File: src/rtl/hack_pkg.sv
// Shared definitions for the multi-cycle Hack CPU: FSM states, instruction field
// positions and the jump-condition helper.
package hack_pkg;

   typedef enum logic [1:0] {
      EXEC    = 2'd0,
      RD_WAIT = 2'd1,
      WR_WAIT = 2'd2
   } stateT;

   localparam int I_TYPE  = 15;
   localparam int A_BIT   = 12;
   localparam int COMP_HI = 11;
   localparam int COMP_LO = 6;
   localparam int DEST_A  = 5;
   localparam int DEST_D  = 4;
   localparam int DEST_M  = 3;
   localparam int JUMP_HI = 2;
   localparam int JUMP_LO = 0;

   function automatic logic jump_taken(input logic [2:0] j, input logic zr, input logic ng);
      return (j[2] & ng) | (j[1] & zr) | (j[0] & ~ng & ~zr);
   endfunction

endpackage

File: src/rtl/hack_alu.sv
// Combinational Hack ALU: zx/nx/zy/ny/f/no on comp[5:0], zero and negative flags.
// Zero latency, no flow control.
module hack_alu #(
   parameter int W = 16
) (
   input  logic [W-1:0] x,
   input  logic [W-1:0] y,
   input  logic [5:0]   comp,
   output logic [W-1:0] res,
   output logic         zr,
   output logic         ng
);

   logic [W-1:0] xz, xn, yz, yn, fOut;

   always_comb begin
      xz   = comp[5] ? '0 : x;
      xn   = comp[4] ? ~xz : xz;
      yz   = comp[3] ? '0 : y;
      yn   = comp[2] ? ~yz : yz;
      fOut = comp[1] ? (xn + yn) : (xn & yn);
      res  = comp[0] ? ~fOut : fOut;
      zr   = (res == '0);
      ng   = res[W-1];
   end

endmodule

File: src/rtl/hack_cpu_mc.sv
// Multi-cycle Hack CPU with a req/ack data-memory port; 1 cycle per non-memory
// instruction, 1+N per read or write, 1+Nrd+Nwr per read-modify-write; stalls on mem_ack.
module hack_cpu_mc
   import hack_pkg::*;
#(
   parameter int W      = 16,
   parameter int PC_W   = 15,
   parameter int ADDR_W = 15
) (
   input  logic              clk,
   input  logic              reset,
   input  logic [15:0]       inst,
   output logic [PC_W-1:0]   pc,
   output logic              mem_req,
   output logic              mem_we,
   output logic [ADDR_W-1:0] mem_addr,
   output logic [W-1:0]      mem_wdata,
   input  logic [W-1:0]      mem_rdata,
   input  logic              mem_ack,
   output logic              retired,
   output logic              halted
);

   stateT           state, stateNext;
   logic [W-1:0]    aReg, dReg, resQ, yIn, aluOut, commitRes;
   logic [PC_W-1:0] pcReg;
   logic            zrQ, ngQ, aluZr, aluNg, commitZr, commitNg;
   logic            commit, issueRd, issueWr, latchRes, memDone, taken;
   logic            isC, aBit, destA, destD, destM;
   logic [5:0]      comp;
   logic [2:0]      jmp;

   assign isC   = inst[I_TYPE];
   assign aBit  = inst[A_BIT];
   assign comp  = inst[COMP_HI:COMP_LO];
   assign destA = inst[DEST_A];
   assign destD = inst[DEST_D];
   assign destM = inst[DEST_M];
   assign jmp   = inst[JUMP_HI:JUMP_LO];

   assign yIn = aBit ? mem_rdata : aReg;

   hack_alu #(.W(W)) uAlu (
      .x    (dReg),
      .y    (yIn),
      .comp (comp),
      .res  (aluOut),
      .zr   (aluZr),
      .ng   (aluNg)
   );

   always_ff @(posedge clk or posedge reset) begin
      if (reset) state <= EXEC;
      else       state <= stateNext;
   end

   always_comb begin
      stateNext = state;
      commit    = 1'b0;
      issueRd   = 1'b0;
      issueWr   = 1'b0;
      latchRes  = 1'b0;
      memDone   = 1'b0;
      commitRes = aluOut;
      commitZr  = aluZr;
      commitNg  = aluNg;
      case (state)
         EXEC: begin
            if (!halted) begin
               if (!isC || (!aBit && !destM)) begin
                  commit = 1'b1;
               end else if (aBit) begin
                  issueRd   = 1'b1;
                  stateNext = RD_WAIT;
               end else begin
                  issueWr   = 1'b1;
                  latchRes  = 1'b1;
                  stateNext = WR_WAIT;
               end
            end
         end
         RD_WAIT: begin
            if (mem_ack) begin
               if (destM) begin
                  latchRes  = 1'b1;
                  stateNext = WR_WAIT;
               end else begin
                  commit    = 1'b1;
                  memDone   = 1'b1;
                  stateNext = EXEC;
               end
            end
         end
         WR_WAIT: begin
            if (mem_ack) begin
               commit    = 1'b1;
               memDone   = 1'b1;
               commitRes = resQ;
               commitZr  = zrQ;
               commitNg  = ngQ;
               stateNext = EXEC;
            end
         end
         default: stateNext = EXEC;
      endcase
      taken = commit & isC & jump_taken(jmp, commitZr, commitNg);
   end

   // Architectural state moves only on commit; the jump target is the pre-commit A.
   always_ff @(posedge clk or posedge reset) begin
      if (reset) begin
         aReg      <= '0;
         dReg      <= '0;
         pcReg     <= '0;
         resQ      <= '0;
         zrQ       <= 1'b0;
         ngQ       <= 1'b0;
         mem_req   <= 1'b0;
         mem_we    <= 1'b0;
         mem_addr  <= '0;
         mem_wdata <= '0;
         halted    <= 1'b0;
      end else begin
         if (commit) begin
            if (!isC) begin
               aReg <= {{(W-15){1'b0}}, inst[14:0]};
            end else begin
               if (destA) aReg <= commitRes;
               if (destD) dReg <= commitRes;
            end
            if (taken) begin
               pcReg <= aReg[PC_W-1:0];
               if (aReg[PC_W-1:0] == pcReg) halted <= 1'b1;
            end else begin
               pcReg <= pcReg + PC_W'(1);
            end
         end
         if (issueRd || issueWr) begin
            mem_req  <= 1'b1;
            mem_we   <= issueWr;
            mem_addr <= aReg[ADDR_W-1:0];
         end
         if (latchRes) begin
            resQ      <= aluOut;
            zrQ       <= aluZr;
            ngQ       <= aluNg;
            mem_wdata <= aluOut;
            mem_we    <= 1'b1;
            mem_req   <= 1'b1;
         end
         if (memDone) mem_req <= 1'b0;
      end
   end

   assign pc      = pcReg;
   assign retired = commit & ~reset;

endmodule

File: config.mk
export PLATFORM = sky130hd
export DESIGN_NAME = hack_cpu_mc
export DESIGN_NICKNAME = d
export VERILOG_FILES = /design/src/rtl/hack_pkg.sv /design/src/rtl/hack_alu.sv /design/src/rtl/hack_cpu_mc.sv
export SDC_FILE = /design/constraint.sdc
export NUM_CORES = 1
export LEC_CHECK = 0
export CAP_MARGIN = 20
export CORE_UTILIZATION = 55
export DETAILED_ROUTE_END_ITERATION = 10
export GPL_TIMING_DRIVEN = 0
export PLACE_DENSITY = 0.76
export SETUP_SLACK_MARGIN = 0.05
export SYNTH_ARGS = -nofsm -noshare
export SYNTH_HDL_FRONTEND = slang
export SYNTH_SLANG_ARGS = --single-unit
File: constraint.sdc
create_clock -name clk -period 7.15 [get_ports clk]
set_clock_uncertainty 0.05 [all_clocks]
set_input_delay 1.0725 -clock clk [delete_from_list [all_inputs] [get_ports clk]]
set_output_delay 1.0725 -clock clk [all_outputs]
set_load 0.1 [all_outputs]
---- Yosys cells after proc, flatten, opt, wreduce, memory -nomap -nowiden ----
Index checks and enable logic that the tools add are counted.
word-level totals
  output and inout port bits .............. 50
  register bits ........................... 85
  logic and storage cells ................. 97
  input bits .............................. 35
operators by class
  multiplexer cells ....................... 46
  bitwise gates (word level) .............. 16
  equality and inequality tests ........... 8
  reductions and logical operators ........ 14
  $add $sub $neg .......................... 2
operator list
  cell                   number
  $mux 16                11
  $not 16->16            3
  $mux 1                 24
  $add 16x16->16         1
  $and 16x16->16         1
  $logic_not 16->1       1
  $add 15x1->15 const B  1
  $eq 15x15->1           1
  $mux 15                1
  $mux 2                 6
  $ne 2x2->1 const B     5
  $and 1x1->1            7
  $pmux 2 s3             1
  $reduce_and 3->1       2
  $pmux 1 s2             2
  $reduce_and 4->1       1
  $logic_not 1->1        3
  $not 1->1              3
  $pmux 1 s3             1
  $reduce_bool 3->1      1
  $eq 2x1->1 const B     1
  $eq 2x2->1 const B     1
  $logic_not 2->1        1
  $logic_or 1x1->1       2
  other kinds (4)        5

---- Depth between registers and ports, before layout ----
Gate-level depths: netlist of run 1.
  depth in word-level cells ............... 16
  gate-level depth with buffers ........... 18
  gate-level depth less buffers ........... 15

---- Modules after synthesis ----
Synthesis of run 1 repeated with hierarchy kept, for this count alone.
unflattened totals
  cells, all modules ...................... 701
  area total of the unflattened synthesis .. 6429.9 µm²
by module, submodules not included
  module       sequential area each (µm²)  cells an instance  area each (µm²)  times used
  hack_cpu_mc  2127.0                      434                4523.1           1
  hack_alu     0.0                         267                1906.8           1

---- Least setup slack after synthesis of run 1 ----
No wires, ideal clock.
  path kind ............................... input -> register
  start ................................... in inst[12]
  end ..................................... reg pcReg[10], in the netlist pc[10]
  library setup time ...................... 0.128 ns
  required time ........................... 6.972 ns
  setup slack ............................. 1.743 ns
  cell stages on the path ................. 18
  path buffers ............................ 4
  arrival ................................. 5.229 ns
  path through ............................ clkbuf_1 -> buf_1 -> mux2i_1 -> nor2_1 -> xor2_1 -> ha_1 -> clkbuf_1 -> inv_1 -> o22ai_1 -> or4_1 -> and3_1 -> or4_1 -> a21oi_1 -> a31o_2 -> a31o_2 -> buf_6 -> mux2i_1 -> nand3_1
on the way
  longest elaborated chain between the ends .. 16
  elaborated cells on any way between the ends .. 31
  those cells by class .................... add/sub: 1; mux: 13; bitwise: 13; reduce/logical: 4
RTL lines
  what                                              line                                  RTL
  from (decl)                                       hack_cpu_mc.sv:12                     input logic [15:0] inst,
  $mux 16                                           hack_cpu_mc.sv:41                     assign yIn = aBit ? mem_rdata : aReg;
  $mux 16                                           hack_alu.sv:19                        yz = comp[3] ? '0 : y;
  $not 16->16                                       hack_alu.sv:20                        yn = comp[2] ? ~yz : yz;
  $mux 16                                           hack_alu.sv:20
  $add 16x16->16 or $and 16x16->16 (tied branches)  hack_alu.sv:21                        fOut = comp[1] ? (xn + yn) : (xn & yn);
  $mux 16                                           hack_alu.sv:21
  $not 16->16                                       hack_alu.sv:22                        res = comp[0] ? ~fOut : fOut;
  $mux 16                                           hack_alu.sv:22
  $logic_not 16->1 or $mux 1 (tied branches)        hack_alu.sv:23, hack_cpu_mc.sv:95
  $mux 1 (on tied branches)                         hack_cpu_mc.sv:95, hack_cpu_mc.sv:67
  $mux 1 or $not 1->1 (tied branches)               hack_cpu_mc.sv:67, hack_pkg.sv:22
  $and 1x1->1 or $not 1->1 (tied branches)          hack_pkg.sv:22                        return (j[2] & ng) | (j[1] & zr) | (j[0] & ~ng & ~zr);
  $or 1x1->1 or $and 1x1->1 (tied branches)         hack_pkg.sv:22
  $or 1x1->1                                        hack_pkg.sv:22
  $and 1x1->1                                       hack_cpu_mc.sv:106                    taken = commit & isC & jump_taken(jmp, commitZr, commitNg);
  $mux 15                                           hack_cpu_mc.sv:131                    if (taken) begin
  to (signal assigned)                              hack_cpu_mc.sv:132                    pcReg <= aReg[PC_W-1:0];
  to (signal assigned)                              hack_cpu_mc.sv:135                    pcReg <= pcReg + PC_W'(1);
  to (decl)                                         hack_cpu_mc.sv:26                     logic [PC_W-1:0] pcReg;
Parallel ways exist; a longest one is shown, timed or not.
A chain may end at the register's enable or synchronous reset.

---- Worst setup path in the final report of run 1 ----
  start ................................... in inst[12]
  end ..................................... reg pcReg[6], in the netlist pc[6]
The elaborated chain is that of the path after synthesis.

==> results of run 1 <==
routing by layer:
metal / vias up / track usage [%]
met1: 3026 / 51.4
met4: 0 / 9.71
met3: 32 / 5.87
met5: - / 0
li1: 2844 / -
met2: 339 / 51.6
layout make-up:
class | instances | area share (%)
plain buffers | 46 | 2.60
inverters | 22 | 1.10
repair buffers | 82 | 10.9
multi-input cells | 594 | 51.4
well taps | 140 | 2.27
clock buffers | 11 | 3.15
flip-flops and latches | 84 | 27.3
clock inverters | 4 | 1.27
cells in the final DEF (no fill, tap or decap), drive strengths merged, types with 21 or more instances in the layout:
| cell | n |
|---|---|
| a21oi | 30 |
| clkbuf | 43 |
| clkdlybuf4s50 | 81 |
| dfrtp | 84 |
| ha | 21 |
| inv | 21 |
| mux2 | 27 |
| mux2i | 43 |
| nand2 | 93 |
| nand3 | 49 |
| nor2 | 53 |
| nor3 | 21 |
| o21ai | 49 |
| xnor2 | 29 |
| xor2 | 32 |
report_power, final:
part | total [mW] | switching, mW | internal (mW)
Sequential | 0.902 | 0.224 | 0.678
Combinational | 2.59 | 1.81 | 0.786
Clock | 0.534 | 0.185 | 0.349
kinds of logic after synthesis:
family	after synthesis	synth area share, %
AO/OA/AOI/OAI	148	15.5
XOR/XNOR	61	8.42
adder cells (fa/ha/maj)	22	4.46
buffers and inverters	68	4.44
flip-flops	84	33.1
multiplexers	70	11.6
AND/OR/NAND/NOR	293	22.4
registers in the layout, summed over array words and instances, names as in the netlist:
signal,cells
aReg,16
dReg,16
halted,1
mem_addr,15
mem_req,1
mem_we,1
pc,15
resQ,16
state,2
zrQ,1
stage by stage:
stage | power, mW | TNS (ns) | instances | setup WS, ns
5_1_grt | 4.22 | 0 | 983 | 0.0702
3_5_place_dp | 3.44 | -0.896 | 968 | -0.100
3_3_place_gp | 3.39 | -0.597 | 967 | -0.0633
4_1_cts | 3.98 | 0 | 983 | 0.223
2_1_floorplan | 2.76 | 0 | 746 | 1.74
6_report | 4.03 | 0 | 983 | 0.335
worst paths after layout:
path,from,to
max,inst[12],pc[6]$_DFFE_PP0P_
min,dReg[10]$_DFFE_PP0P_,dReg[10]$_DFFE_PP0P_
max reg2reg,aReg[0]$_DFFE_PP0P_,pc[6]$_DFFE_PP0P_
min reg2reg,dReg[10]$_DFFE_PP0P_,dReg[10]$_DFFE_PP0P_
max in group asynchronous,reset,aReg[8]$_DFFE_PP0P_
min in group asynchronous,reset,pc[4]$_DFFE_PP0P_
tightest hold or removal path, delay by kind of cell, from the launching register on:
| kind | cells | cell delay (ns) |
|---|---|---|
| compound gates | 1 | 0.06 |
| flops | 1 | 0.35 |
| simple gates | 1 | 0.05 |
repair_timing:
item / 4_1_cts / 5_1_grt
endpoints found under the setup margin: 0 / 16
hold buffers: 0 / 0
resized for setup: 0 / 1
==> flow_metrics.py, run 1 <==
metrics = {
    "run_status": {
        "outcome": "completed",
    },
    "floorplan": {
        "ios": 85,
        "dieHeight_um": 109,
        "core_um2": 11000,
        "initial_core_util_pct": 57.5,
        "dieArea_um2": 12000,
        "die_w_um": 109,
        "num_rows": 38,
    },
    "timing": {
        "min_period_ns": 6.81,
        "finalHoldViolations": 0,
        "slew_headroom_pct": 29.9,
        "grt_setup_unrepaired": "no",
        "period_share_pct": 95.3,
        "worst_hold_slack_ns": 0.438,
        "worst_slew_pin_slew_ns": 1.04,
        "slew_viol_final": 0,
        "setup_violations": 0,
        "fmax_ghz": 0.147,
    },
    "cells_and_area": {
        "multiInputGateArea_um2": 3960,
        "fin_util_pct": 69.8,
        "seqCellArea_um2": 2100,
        "drive_above_1_share_pct": 7.47,
        "n_antenna_cell": 0,
        "syn2layout_area_growth_pct": 21.4,
        "nets": 896,
        "postLayoutCellArea_um2": 7700,
        "nFillCells": 885,
    },
    "critical_path": {
        "crit_family": "buffers and inverters",
        "criticalPathCategory": "in2reg",
        "path_buf_inv": 5,
        "worst-path-max-fanout": 10,
        "reg2reg_slack_ns": 2.17,
        "endpoint_kind": "register",
        "startpoint_type": "input port",
        "crit_path_top_delay_cell": "clkdlybuf4s50_1",
        "required_ns": 7.32,
        "cp.arrival_ns": 6.98,
        "slowest_delay_ns": 0.57,
        "path_cells": "clkdlybuf4s50_1 -> clkbuf_1 -> clkbuf_2 -> mux2i_1 -> nor2_1 -> xor2_1 -> ha_1 -> clkbuf_1 -> nand3_1 -> o22ai_1 -> mux2i_1 -> nand3_1 -> or4_4 -> a221oi_2 -> a31o_2 -> a31o_2 -> buf_6 -> mux2i_1 -> nand3_1",
        "cp_num_cells": 19,
        "r2r_cells": 16,
    },
    "clocking": {
        "clk_pin_slew_worst_paths_ns": 0.06,
        "cts-root-buf": "clkbuf_16",
        "cts_tree": "done",
        "cts.sinks": 84,
        "post_cts_buffers": 0,
        "cts_buffer_depth": 2,
        "cts_made_buffers": 9,
        "h-tree-depth": 3,
        "clkLatencyLatePin_ns": 0.34,
    },
    "synthesis": {
        "syn_inst": 746,
        "synth_area_leaders": "dfrtp_1 (33%), mux2i_1 (6.8%), nand2_1 (5.5%)",
        "synth_most_common_cell": "nand2_1",
        "synth-seq-area-share_pct": 33.1,
        "synth_largest_area_cell": "dfrtp_1",
        "ys_warn_count": 0,
        "avgSynthCellArea_um2": 8.51,
        "synth.net_count": 803,
        "ys_types": 69,
        "synthArstFlopShare_pct": 100,
        "synth_flop_cell": "dfrtp_1",
        "synthTopCellsByCount": "nand2_1 (93), dfrtp_1 (84), nor2_1 (53)",
        "synth_edf_count": 0,
        "ys_seq_elements": 84,
        "synth_top_area_share_pct": 33.1,
        "syn_area_um2": 6340,
    },
    "global_route": {
        "grt_pass1_vias": 5755,
        "overflow": 0,
        "grt_pass1_wl_um": 31000,
        "antenna_found_initial": 0,
        "grt_max_degree": 70,
        "grt.total_usage_pct": 34.6,
    },
    "detailed_routing": {
        "met1Wirelength_um": 8930,
        "drc": 0,
        "dr.pass1.iters": 5,
        "wl_um": 20100,
        "vias": 6241,
        "top_layer_used": "met4",
        "route.met2.wl_um": 8840,
        "drt_iter0_drc": 751,
        "viasPerCell": 6.35,
        "met3_length_um": 1980,
        "avgRoutedWirePerCell_um": 20.5,
        "detail-route-antenna-nets": 0,
    },
    "placement": {
        "port_buffers": 81,
        "postPlaceCellArea_um2": 7360,
        "place_hpwl_um": 15200,
        "gp_congestion": 0.909,
    },
    "run": {
        "drv_cap": 0,
    },
    "pwr": {
        "powerDensity_nw_per_um2": 523,
        "power.leakage_nw": 3.44,
        "ir_drop_mv": 0.514,
    },
    "min_path": {
        "hold_depth": 2,
        "hp-class": "reg2reg",
    },
}
Note: power is estimated with default switching activity, not from simulation.
==> run 2: changes to the inputs <==
SKIP_LAST_GASP = 1   (was not set)
clock period = 8.04 ns   (was 7.15 ns; I/O delays follow)
==> run 2 against run 1 <==
Combinational power is 11% lower. Die area stayed put. Highest routed layer unchanged. Largest cell class unchanged. Cell count stayed put. Non-clock buffer count stayed put. Clock-buffer cell count stayed put. Critical path type unchanged. Setup slack better by 0.52 ns.
==> flow_metrics.py, run 2 (same netlist as run 1, synthesis figures left out) <==
metrics = {
    "cells_and_area": {
        "drive_above_1_share_pct": 7.35,
        "nFillCells": 885,
        "largest_registers": "aReg (16), dReg (16), resQ (16)",
        "seqCellArea_um2": 2100,
        "n_antenna_cell": 0,
        "layout_commonest_cell": "nand2_1",
        "final_cell_mix": "nand2_1 (93), dfrtp_1 (84), clkdlybuf4s50_1 (81)",
        "nets": 896,
        "postLayoutCellArea_um2": 7700,
        "multiInputGateArea_um2": 3960,
        "fin_util_pct": 69.8,
        "syn2layout_area_growth_pct": 21.4,
    },
    "pwr": {
        "power.leakage_nw": 3.44,
        "p_clk_share_pct": 13.3,
        "powerDensity_nw_per_um2": 465,
        "ir_drop_mv": 0.457,
        "seqPwrFrac_pct": 22.4,
        "switching_power_mw": 1.97,
        "swShare_pct": 55.0,
        "pwr-share-comb_pct": 64.3,
        "p_int_mw": 1.61,
    },
    "critical_path": {
        "endpoint_kind": "register",
        "required_ns": 8.21,
        "path_buf_inv": 5,
        "crit_family": "buffers and inverters",
        "cp_num_cells": 19,
        "slowest_delay_ns": 0.68,
        "worst-path-max-fanout": 10,
        "cp.arrival_ns": 7.35,
        "reg2reg_from": "aReg[0]$_DFFE_PP0P_",
        "startpoint_type": "input port",
        "startpoint": "inst[12]",
        "r2r_cells": 16,
        "criticalPathCategory": "in2reg",
        "path_cells": "clkdlybuf4s50_1 -> clkbuf_1 -> buf_1 -> mux2i_1 -> nor2_1 -> xor2_1 -> ha_1 -> clkbuf_1 -> nand3_1 -> o22ai_1 -> mux2i_1 -> nand3_1 -> or4_4 -> a221oi_2 -> a31o_2 -> a31o_2 -> buf_6 -> mux2i_1 -> nand3_1",
        "crit_path_top_delay_cell": "buf_1",
    },
    "clocking": {
        "cts_hold_buf": 0,
        "clkLatencyLatePin_ns": 0.34,
        "cts_tree": "done",
        "cts_buffer_depth": 2,
        "cts.sinks": 84,
        "cts_made_buffers": 9,
        "h-tree-depth": 3,
        "cts_resized": 0,
        "clk_pin_slew_worst_paths_ns": 0.06,
        "post_cts_buffers": 0,
        "cts-root-buf": "clkbuf_16",
    },
    "global_route": {
        "grt.total_usage_pct": 34.6,
        "grt_max_degree": 70,
        "overflow": 0,
        "use_met2_pct": 51.6,
        "grt_pass1_vias": 5755,
        "met1_usage_pct": 51.4,
        "grt_use_met3_pct": 5.87,
        "top_usage_layer": "met2",
        "antenna_found_initial": 0,
        "grt_pass1_wl_um": 31000,
    },
    "detailed_routing": {
        "vias": 6234,
        "avgRoutedWirePerCell_um": 20.5,
        "wl_um": 20100,
        "drt_iter0_drc": 751,
        "dr.pass1.iters": 6,
        "viasPerCell": 6.34,
        "detail-route-antenna-nets": 0,
        "drc": 0,
    },
    "min_path": {
        "hp-class": "reg2reg",
        "holdCritStartpoint": "dReg[10]$_DFFE_PP0P_",
        "hold_depth": 2,
    },
    "timing": {
        "setup_violations": 0,
        "finalHoldViolations": 0,
        "grt_setup_unrepaired": "no",
        "tns_ns": 0,
        "worst_slack_ns": 0.851,
        "fmax_ghz": 0.139,
        "period_share_pct": 89.4,
        "worst_slew_pin_slew_ns": 1.04,
        "slew_headroom_pct": 30.2,
        "min_period_ns": 7.19,
        "slew_viol_final": 0,
    },
    "floorplan": {
        "ios": 85,
        "dieHeight_um": 109,
        "initial_core_util_pct": 57.5,
        "dieArea_um2": 12000,
        "die_w_um": 109,
        "num_rows": 38,
        "core_um2": 11000,
    },
    "run_status": {
        "outcome": "completed",
    },
    "placement": {
        "postPlaceCellArea_um2": 7360,
        "port_buffers": 81,
        "gp_congestion": 0.909,
        "place_hpwl_um": 15200,
        "place_ws_ns": 0.656,
    },
    "run": {
        "drv_cap": 0,
    },
}
==> run 2: cell count changes in the layout (fill, tap and decap cells not counted) <==
| cell | change |
|---|---|
| buf_1 | +1 |
| clkbuf_2 | -1 |
==> run 2: through the flow <==
| step | std cells | hold WS (ns) | total power, mW |
|---|---|---|---|
| 6_report | 983 | 0.438 | 3.58 |
| 5_1_grt | 983 | 0.463 | 3.75 |
| 4_1_cts | 983 | 0.437 | 3.54 |
| 3_5_place_dp | 968 | 0.425 | 3.06 |
| 3_3_place_gp | 967 | 0.414 | 3.01 |
| 2_1_floorplan | 746 | 0.399 | 2.46 |
==> run 2: final timing paths <==
kind / to / slack, ns
max in group asynchronous: aReg[8]$_DFFE_PP0P_ / 6.19
min: dReg[10]$_DFFE_PP0P_ / 0.44
max reg2reg: pc[6]$_DFFE_PP0P_ / 3.06
max: pc[6]$_DFFE_PP0P_ / 0.85
min in group asynchronous: pc[4]$_DFFE_PP0P_ / 1.13
min reg2reg: dReg[10]$_DFFE_PP0P_ / 0.44
==> run 2: worst register-to-register path: stages (launching register included) <==
cell     delay (ns)
dfrtp_1        0.46
mux2i_1        0.19
nor2_1         0.08
xor2_1         0.16
ha_1           0.30
fa_1           0.48
a21oi_2        0.24
o22ai_1        0.24
or4_1          0.63
and3_1         0.19
or4_1          0.57
a21oi_1        0.31
a31o_2         0.20
a31o_2         0.23
buf_6          0.20
mux2i_1        0.24
nand3_1        0.09
==> run 2: power by group through the flow <==
stage / clock (mW) / combinational (mW) / sequential [mW]
after global routing: 0.492 / 2.44 / 0.820
after floorplan: 0 / 1.03 / 1.43
final: 0.475 / 2.31 / 0.802
after global placement: 0 / 2.22 / 0.790
after CTS: 0.477 / 2.27 / 0.795
after detailed placement: 0 / 2.26 / 0.800
==> run 2: routing by layer <==
metal / up-vias / wire (µm)
li1: 2843 / -
met4: 0 / 403
met1: 3009 / 8880
met2: 345 / 8820
met3: 37 / 2010
met5: - / 0
==> run 2: layout make-up <==
type,instances,share of cell area (%)
plain buffers,46,2.58
clock inverters,4,1.27
well taps,140,2.27
flip-flops and latches,84,27.3
multi-input cells,594,51.4
repair buffers,82,10.9
inverters,22,1.10
clock buffers,11,3.15
